## config.mk

```make
export PLATFORM = sky130hd
export DESIGN_NAME = rpn_engine
export DESIGN_NICKNAME = d
export VERILOG_FILES = /design/src/rtl/rpn_engine.sv
export SDC_FILE = /design/constraint.sdc
export NUM_CORES = 2
export LEC_CHECK = 0
export CAP_MARGIN = 10
export CORE_MARGIN = 8
export CORE_UTILIZATION = 50
export CTS_CLUSTER_SIZE = 30
export DETAILED_ROUTE_END_ITERATION = 10
export DONT_BUFFER_PORTS = 1
export PLACE_DENSITY = 0.62
export SLEW_MARGIN = 10
export SYNTH_ARGS = -nofsm -noshare
export SYNTH_HDL_FRONTEND = slang
export SYNTH_SLANG_ARGS = --single-unit
```

## constraint.sdc

```tcl
create_clock -name clock -period 5.7 [get_ports clock]
set_input_delay 1.71 -clock clock [delete_from_list [all_inputs] [get_ports clock]]
set_output_delay 1.71 -clock clock [all_outputs]
set_load 0.02 [all_outputs]
```

## src/rtl/rpn_engine.sv

```systemverilog
// rtl/rpn_engine.sv - RPN calculator engine driven by a 4x4 numpad key code
module rpn_engine #(
  parameter int WIDTH = 32,
  parameter int DEPTH = 16
) (
  input  logic                         clock,
  input  logic                         reset,
  input  logic [4:0]                   key,
  output logic [WIDTH-1:0]             top,
  output logic [WIDTH-1:0]             next,
  output logic [$clog2(DEPTH+1)-1:0]   count,
  output logic                         busy,
  output logic                         error
);

  localparam int CW = $clog2(DEPTH + 1);
  localparam int AW = $clog2(DEPTH);
  localparam int IW = $clog2(WIDTH + 1);
  localparam int DW = WIDTH + 4;
  localparam int PW = 2 * WIDTH;

  typedef enum logic {IDLE, MUL_RUN} state_t;
  typedef enum logic [2:0] {
    OP_DIGIT, OP_ENTER, OP_ADD, OP_SUB, OP_MUL, OP_CLEAR, OP_DROP
  } op_t;

  state_t state, state_nx;
  op_t    op;
  logic [3:0] digit;

  // top and next live in dedicated registers; deeper entries sit in lower[]
  logic [WIDTH-1:0] lower [DEPTH];
  logic [4:0]       prev_key;

  logic [IW-1:0]    mul_iter;
  logic [PW-1:0]    mul_acc;
  logic [PW-1:0]    mul_mcand;
  logic [WIDTH-1:0] mul_mplier;
  logic [PW-1:0]    mul_acc_nx;

  logic             accepted, clear_hit, act, mul_start, mul_last;
  logic [DW-1:0]    digit_val;
  logic             digit_ovf;
  logic [WIDTH:0]   sum;
  logic [WIDTH-1:0] diff;
  logic             sub_ok;
  logic [AW-1:0]    rd_idx, wr_idx;
  logic [WIDTH-1:0] below;

  // a press counts once: new when the previous sample was released or a different key
  assign accepted  = key[4] && (!prev_key[4] || (prev_key[3:0] != key[3:0]));
  assign clear_hit = accepted && (op == OP_CLEAR);
  assign act       = accepted && (state == IDLE) && !error && (op != OP_CLEAR);
  assign mul_start = act && (op == OP_MUL) && (count >= CW'(2));
  assign mul_last  = (state == MUL_RUN) && (mul_iter == IW'(WIDTH - 1));

  assign rd_idx = AW'(count - CW'(3));
  assign wr_idx = AW'(count - CW'(2));
  assign below  = (count >= CW'(3)) ? lower[rd_idx] : '0;

  // key id to operation and digit value
  always_comb begin
    op    = OP_DIGIT;
    digit = 4'd0;
    case (key[3:0])
      4'h0: digit = 4'd1;
      4'h1: digit = 4'd4;
      4'h2: digit = 4'd7;
      4'h3: digit = 4'd0;
      4'h4: digit = 4'd2;
      4'h5: digit = 4'd5;
      4'h6: digit = 4'd8;
      4'h7: op    = OP_CLEAR;
      4'h8: digit = 4'd3;
      4'h9: digit = 4'd6;
      4'hA: digit = 4'd9;
      4'hB: op    = OP_DROP;
      4'hC: op    = OP_ENTER;
      4'hD: op    = OP_ADD;
      4'hE: op    = OP_SUB;
      4'hF: op    = OP_MUL;
      default: digit = 4'd0;
    endcase
  end

  // arithmetic candidates, each with its own overflow/legality flag
  always_comb begin
    digit_val  = ({4'b0, top} * DW'(10)) + DW'(digit);
    digit_ovf  = |digit_val[DW-1:WIDTH];
    sum        = {1'b0, next} + {1'b0, top};
    diff       = next - top;
    sub_ok     = (next >= top);
    mul_acc_nx = mul_acc + (mul_mplier[0] ? mul_mcand : '0);
  end

  // FSM state register
  always_ff @(posedge clock) begin
    if (reset) state <= IDLE;
    else       state <= state_nx;
  end

  // FSM next state: multiply runs until the last iteration or a CLEAR
  always_comb begin
    state_nx = state;
    case (state)
      IDLE:    if (mul_start) state_nx = MUL_RUN;
      MUL_RUN: if (clear_hit || mul_last) state_nx = IDLE;
    endcase
  end

  // datapath: key sample, top/next/count, error, multiplier iteration
  always_ff @(posedge clock) begin
    if (reset) begin
      prev_key   <= '0;
      top        <= '0;
      next       <= '0;
      count      <= CW'(1);
      busy       <= 1'b0;
      error      <= 1'b0;
      mul_iter   <= '0;
      mul_acc    <= '0;
      mul_mcand  <= '0;
      mul_mplier <= '0;
    end else begin
      prev_key <= key;
      busy     <= (state_nx == MUL_RUN);
      if (clear_hit) begin
        top   <= '0;
        next  <= '0;
        count <= CW'(1);
        error <= 1'b0;
      end else if (state == MUL_RUN) begin
        mul_acc    <= mul_acc_nx;
        mul_mcand  <= mul_mcand << 1;
        mul_mplier <= mul_mplier >> 1;
        mul_iter   <= mul_iter + IW'(1);
        if (mul_last) begin
          if (mul_acc_nx[PW-1:WIDTH] == '0) begin
            top   <= mul_acc_nx[WIDTH-1:0];
            next  <= below;
            count <= count - CW'(1);
          end else begin
            error <= 1'b1;
          end
        end
      end else if (act) begin
        case (op)
          OP_DIGIT: begin
            if (digit_ovf) error <= 1'b1;
            else           top   <= digit_val[WIDTH-1:0];
          end
          OP_ENTER: begin
            if (count == CW'(DEPTH)) begin
              error <= 1'b1;
            end else begin
              next  <= top;
              top   <= '0;
              count <= count + CW'(1);
            end
          end
          OP_ADD: begin
            if ((count < CW'(2)) || sum[WIDTH]) begin
              error <= 1'b1;
            end else begin
              top   <= sum[WIDTH-1:0];
              next  <= below;
              count <= count - CW'(1);
            end
          end
          OP_SUB: begin
            if ((count < CW'(2)) || !sub_ok) begin
              error <= 1'b1;
            end else begin
              top   <= diff;
              next  <= below;
              count <= count - CW'(1);
            end
          end
          OP_MUL: begin
            if (count < CW'(2)) begin
              error <= 1'b1;
            end else begin
              mul_acc    <= '0;
              mul_mcand  <= {{WIDTH{1'b0}}, next};
              mul_mplier <= top;
              mul_iter   <= '0;
            end
          end
          OP_DROP: begin
            if (count > CW'(1)) begin
              top   <= next;
              next  <= below;
              count <= count - CW'(1);
            end else begin
              top <= '0;
            end
          end
          default: ;
        endcase
      end
    end
  end

  // spill the old next into deeper storage when ENTER pushes
  always_ff @(posedge clock) begin
    if (!reset && act && (op == OP_ENTER) && (count >= CW'(2)) && (count != CW'(DEPTH)))
      lower[wr_idx] <= next;
  end

endmodule

```

# Yosys cells after proc, flatten, opt, wreduce, memory -nomap -nowiden
# Memory sizes are Yosys's and may differ from the RTL's.
# Index checks and enable logic that the tools add are counted.
# classes
add_sub_neg	9
n_mul	1
n_lt_le_gt_ge	5
n_eq_ne	39
mux	63
bitwise_logic	2
reduce_logical	34
# op_table
cell	count
$mux W32	22
$mux W64	9
$pmux W32 S5	1
$pmux W32 S4	1
$add A64 B64 Y64	1
$mux W5	8
$add A36 B4 Y36	1
$pmux W4 S9	1
$mul A32 B3 Y35 const B	1
$add A32 B32 Y33	1
$eq A4 B4 Y1 const B	8
$ge A32 B32 Y1	1
$logic_not A32 Y1	1
$sub A32 B32 Y32	1
$ne A3 B3 Y1 const B	10
$mux W6	4
$pmux W5 S4	1
$pmux W3 S6	1
$eq A4 B3 Y1 const B	4
$reduce_and A8 Y1	2
$mux W1	13
$logic_and A1 B1 Y1	12
$reduce_bool A6 Y1	2
$ge A5 B2 Y1 const B	2
31 further kinds	45
# totals
regBits	242
ramBits	512
in_bits	7
output_inout_bits	71
elab_cells	164
memories	1
# mem_list
name	words	word_bits	rd	rd_clocked_by_memory_dff	wr	line_no	rtl
lower	16	32	1	0	1	32	logic [WIDTH-1:0] lower [DEPTH];

# Logic depth before layout (Yosys ltp)
# logic_depth
depth_word	12
depth_mapped	20
depth_no_buf	17

# Least setup slack after synthesis
# No wires, ideal clock.
# synth_path
kind	input-to-reg
from	in key[3]
to	reg top[16]
setup_time_ns	0.087
t_arrival_ns	5.246
required_ns	5.613
setup_slack_ns	0.367
path_stages	19
path_buffers	3
path_cell_list	clkbuf_1 clkbuf_1 nor2_1 nand2_1 o21ai_0 ha_1 a21o_1 a21oi_1 nor2_1 nand4_1 nor2_1 nor4b_1 and3_1 and4b_1 nor4bb_1 o21a_1 nand2_2 buf_2 o31ai_1
# synth_between
elab_chain_len	8
elab_cells_between_ends	45
cone_classes	add/sub (1); eq/ne (25); mux (6); reduce/logical (13)
# synth_rtl
element	line_no	rtl
start, declared	8	input logic [4:0] key,
parallel branches: the longest is 8 deep, another holds $add A36 B4 Y36	--	
end signal, assigned	139	top <= mul_acc_nx[WIDTH-1:0];
end signal, assigned	150	else top <= digit_val[WIDTH-1:0];
end signal, assigned	165	top <= sum[WIDTH-1:0];
end, declared	9	output logic [WIDTH-1:0] top,
# Parallel ways; which one is timed is not known. The select of a mux whose other input is x is not followed.
# A chain may end at the register's enable or synchronous reset.

# Worst setup path in the final report
# layout_path
from	reg mul_mplier[0]
to	reg top[26]
# layout_between
elab_chain_len	5
elab_cells_between_ends	8
cone_classes	add/sub (1); eq/ne (1); mux (4); reduce/logical (2)
# layout_rtl
element	line_no	rtl
start, declared	38	logic [WIDTH-1:0] mul_mplier;
start signal, assigned	135	mul_mplier <= mul_mplier >> 1;
start signal, assigned	185	mul_mplier <= top;
$mux W64 (*)	93	mul_acc_nx = mul_acc + (mul_mplier[0] ? mul_mcand : '0);
$add A64 B64 Y64 (*)	93	
$logic_not A32 Y1 / $mux W32 (equally long branches)	138	if (mul_acc_nx[PW-1:WIDTH] == '0) begin
$ne A2 B1 Y1 (no line) / $mux W32 (equally long branches)	--	
$reduce_and A8 Y1 (no line) / $mux W32 (equally long branches)	--	
# Every way passes the cells marked *; elsewhere a longest branch is shown, timed or not. The select of a mux whose other input is x is not followed.

==> metrics.cfg <==
[cells_and_area]
insertedDiodeCount = 0
layout.cells.most_common_list = sky130_fd_sc_hd__edfxtp_1 (512), sky130_fd_sc_hd__nand2_1 (352), sky130_fd_sc_hd__nor2_1 (289)
post_route_cells_drive_above_1_share_pct = 12.9
nNetsFinal = 4092
final_common_cell = sky130_fd_sc_hd__edfxtp_1
fillerInstances = 7073
syn2layout_area_growth_pct = 11.5
final_area_um2 = 46600

[yosys]
synth_top_family_by_area = compound AO/OA/AOI/OAI gates
netlist.top_cell.by_area = sky130_fd_sc_hd__edfxtp_1
synth_xor_xnor_area_share_pct = 2.31
asyncSetResetFlopFracSynth_pct = 0
ys_warn_count = 0
syn_area_per_cell_um2 = 10.8
synth-compound-area-share_pct = 16.9
syn_inst = 3886
synthFlopType = sky130_fd_sc_hd__edfxtp_1
number_of_different_library_cells_in_the_post_synthesis_netlist = 93
synthAdderAreaFrac_pct = 6.23
synth_nets = 4098
synth.area.mux_share_pct = 8.67
yosysTopAreaCellShare_pct = 36.8
yosys_register_bits = 754
synth.area.top_cells = sky130_fd_sc_hd__edfxtp_1 (37%), sky130_fd_sc_hd__dfxtp_1 (12%), sky130_fd_sc_hd__mux4_2 (6.9%)
share_of_synthesized_area_occupied_by_flip_flops_and_latches_pct = 48.4
netlist_area_pre_place_um2 = 41800
basic_gate_share_of_the_synthesized_area_counting_and_or_nand_and_nor_cells_pct = 14.3
synth_enable_flop_cells = 512

[placed_design]
hpwl_um = 89700
place.port_buffers = 0
gpl.final_weighted_congestion = 0.954
placed_cell_area_um2 = 43900

[clock_network]
numClockSinks = 754
clk-insertion-delay-late_ns = 0.66
root_buffer = sky130_fd_sc_hd__clkbuf_16
cts.clk_slew.worst_paths_ns = 0.06
cts_max_level = 3
cts_buffers = 81
cts-root-to-sink-buffers = 3
cts_tree = built

[floorplan]
die-area_um2 = 93100
initial_standard_cell_utilization_of_the_core_pct = 50.3
core_area_um2 = 83200
num_rows = 106
die_x_um = 305
die-height_um = 305
ioPinCount = 78

[global_routing]
grt_first_pass_wirelength_um = 197000
antenna_found_initial = 0
grt_util_all_layers_pct = 27.1
grt_pass1_vias = 31382
grt_start_max_net_pins = 172
globalRoute.totalOverflow = 0

[routing]
drc_errors = 0
post_drt_via_cell_ratio = 6.47
vias = 32496
routed_wl_um = 129000
final_antenna_net_count = 0
drt-initial-drc-count = 3849
drt_pre_antenna_iters = 7
wl_per_cell_um = 25.7

[worst_setup_path]
crit_start = mul_mplier[0]
critical_path.slowest_cell = sky130_fd_sc_hd__ha_1
crit_path_max_incr_delay_ns = 0.44
timing.critical_path.fanout_max = 62
cp_cell_instances = buf_12 -> and2_1 -> ha_1 -> nand2_2 -> nor4_2 -> o211ai_1 -> a211o_1 -> a31oi_2 -> o21ai_0 -> a221oi_1 -> nand4b_1 -> nor4_4 -> buf_4 -> buf_4 -> a21o_1 -> nand2_2 -> buf_4 -> o31ai_1
rr_startpoint = mul_mplier[0]
critPathMostFrequentCell = sky130_fd_sc_hd__buf_4
worst-endpoint-arrival_ns = 5.92
worst-setup-path-type = reg -> reg
timing.critical_path.from_type = flop
timing.critical_path.to_type = flop
worstPathRequired_ns = 6.24

[run]
max-cap-violations = 0

[hold_path]
worstHoldStart = mul_acc[32]
hold_class = reg -> reg

[sta]
timing.final.hold_violations = 0
fmaxAchievable_mhz = 186
layout_min_cycle_time_ns = 5.38
timing_max_transition_violations_final = 0
slew_headroom_pct = 28.9
tightestPinTransition_ns = 1.06
sum_neg_setup_slack_ns = 0
timing.final.crit_share_pct = 94.4
finalSetupViolCount = 0
rsz_0062_raised_after_global_routing = false
finalClockSkew_ns = 0.0268

[power_and_ir_drop]
vdd.ir_drop.worst_v = 0.000205
total_leakage_power_nw = 16.0
power_per_cell_area_nw_per_um2 = 284

[status]
outcome = finished clean

[report_power, final]
group	total, mW	internal (mW)	switching [mW]
Clock	5.31	3.01	2.30
Combinational	1.94	0.703	1.23
Sequential	5.99	5.88	0.110
Total	13.2	9.59	3.65
[cells by family (layout without fill, tap and decap cells)]
logic type	count (synthesis)	in the layout
AND/OR/NAND/NOR	1236	1236
AO/OA/AOI/OAI	1031	1031
flip-flops	754	754
buffers and inverters	348	406
adder cells (fa/ha/maj)	205	205
multiplexers	202	202
XOR/XNOR	110	110
[worst paths after layout]
path                       to  slack (ns)  cells past startpoint
setup / recovery      top[26]        0.32                     18
hold / removal    mul_acc[32]        0.45                      2
setup reg to reg      top[26]        0.32                     18
hold reg to reg   mul_acc[32]        0.45                      2
[worst max-delay path: cells and delay by family, from the launching register on]
family | cells | cell delay [ns]
compound gates | 7 | 2.07
fa+ha+maj | 1 | 0.44
buf+inv | 4 | 0.69
flops | 1 | 0.34
simple gates | 6 | 1.60
[cells in the mapped netlist, drive strengths merged (26+ instances only)]
library cell,number
a21o,46
nor2,308
ha,200
nand2,354
a211oi,132
o211ai,38
nand4,53
o21ai,168
a21oi,268
clkbuf,217
buf,43
and2,81
o21bai,30
nand3b,36
nand2b,29
nand3,130
xor2,51
dfxtp,242
nor3,93
a22oi,34
xnor2,59
mux2i,73
inv,87
nor4,29
mux4,128
a32oi,37
o31ai,26
edfxtp,512
[flip-flops by register name, summed over array words and instances (netlist names)]
register    cells
count           5
error           1
mul_mplier     32
mul_iter        6
top            32
busy            1
mul_mcand      64
lower         512
next           32
prev_key        5
mul_acc        64
[area by class of cell]
type / instances / area, um2 / share of cell area [%]
Sequential cell: 754 / 20200 / 43.4
Clock buffer: 105 / 2210 / 4.74
Tap cell: 1080 / 1350 / 2.90
Inverter: 88 / 330 / 0.709
Timing Repair Buffer: 171 / 1560 / 3.34
Multi-Input combinational cell: 2784 / 20500 / 43.9
Clock inverter: 42 / 478 / 1.03
[layer usage]
| layer | vias up | wire length, um | share of wire, % | global-route usage [%] |
|---|---|---|---|---|
| li1 | 14889 | - | - | - |
| met1 | 16131 | 56400 | 44 | 38.5 |
| met2 | 1248 | 58500 | 45 | 42.4 |
| met3 | 228 | 10500 | 8.1 | 4.76 |
| met4 | 0 | 3940 | 3.0 | 7.96 |
| met5 | - | 0 | 0 | 0 |
[repair_timing]
action / in CTS / in global routing
buffers inserted: 0 / 0
setup endpoints to repair: 0 / 3
hold buffers: 0 / 0
resized for setup: 0 / 1
[stage by stage]
stage          utilization (%)  instances  setup slack [ns]  power [mW]  hold WS [ns]
2_1_floorplan                -       3886             0.367        7.34         0.432
3_3_place_gp              52.8       4877             0.246        7.98         0.438
3_5_place_dp              52.8       4877             0.129        7.99         0.444
4_1_cts                   56.1       5024             0.452        13.3         0.454
5_1_grt                   56.1       5024            0.0631        13.7         0.471
6_report                  56.1       5024             0.319        13.2         0.452
Power figures use the tool's default switching activity.
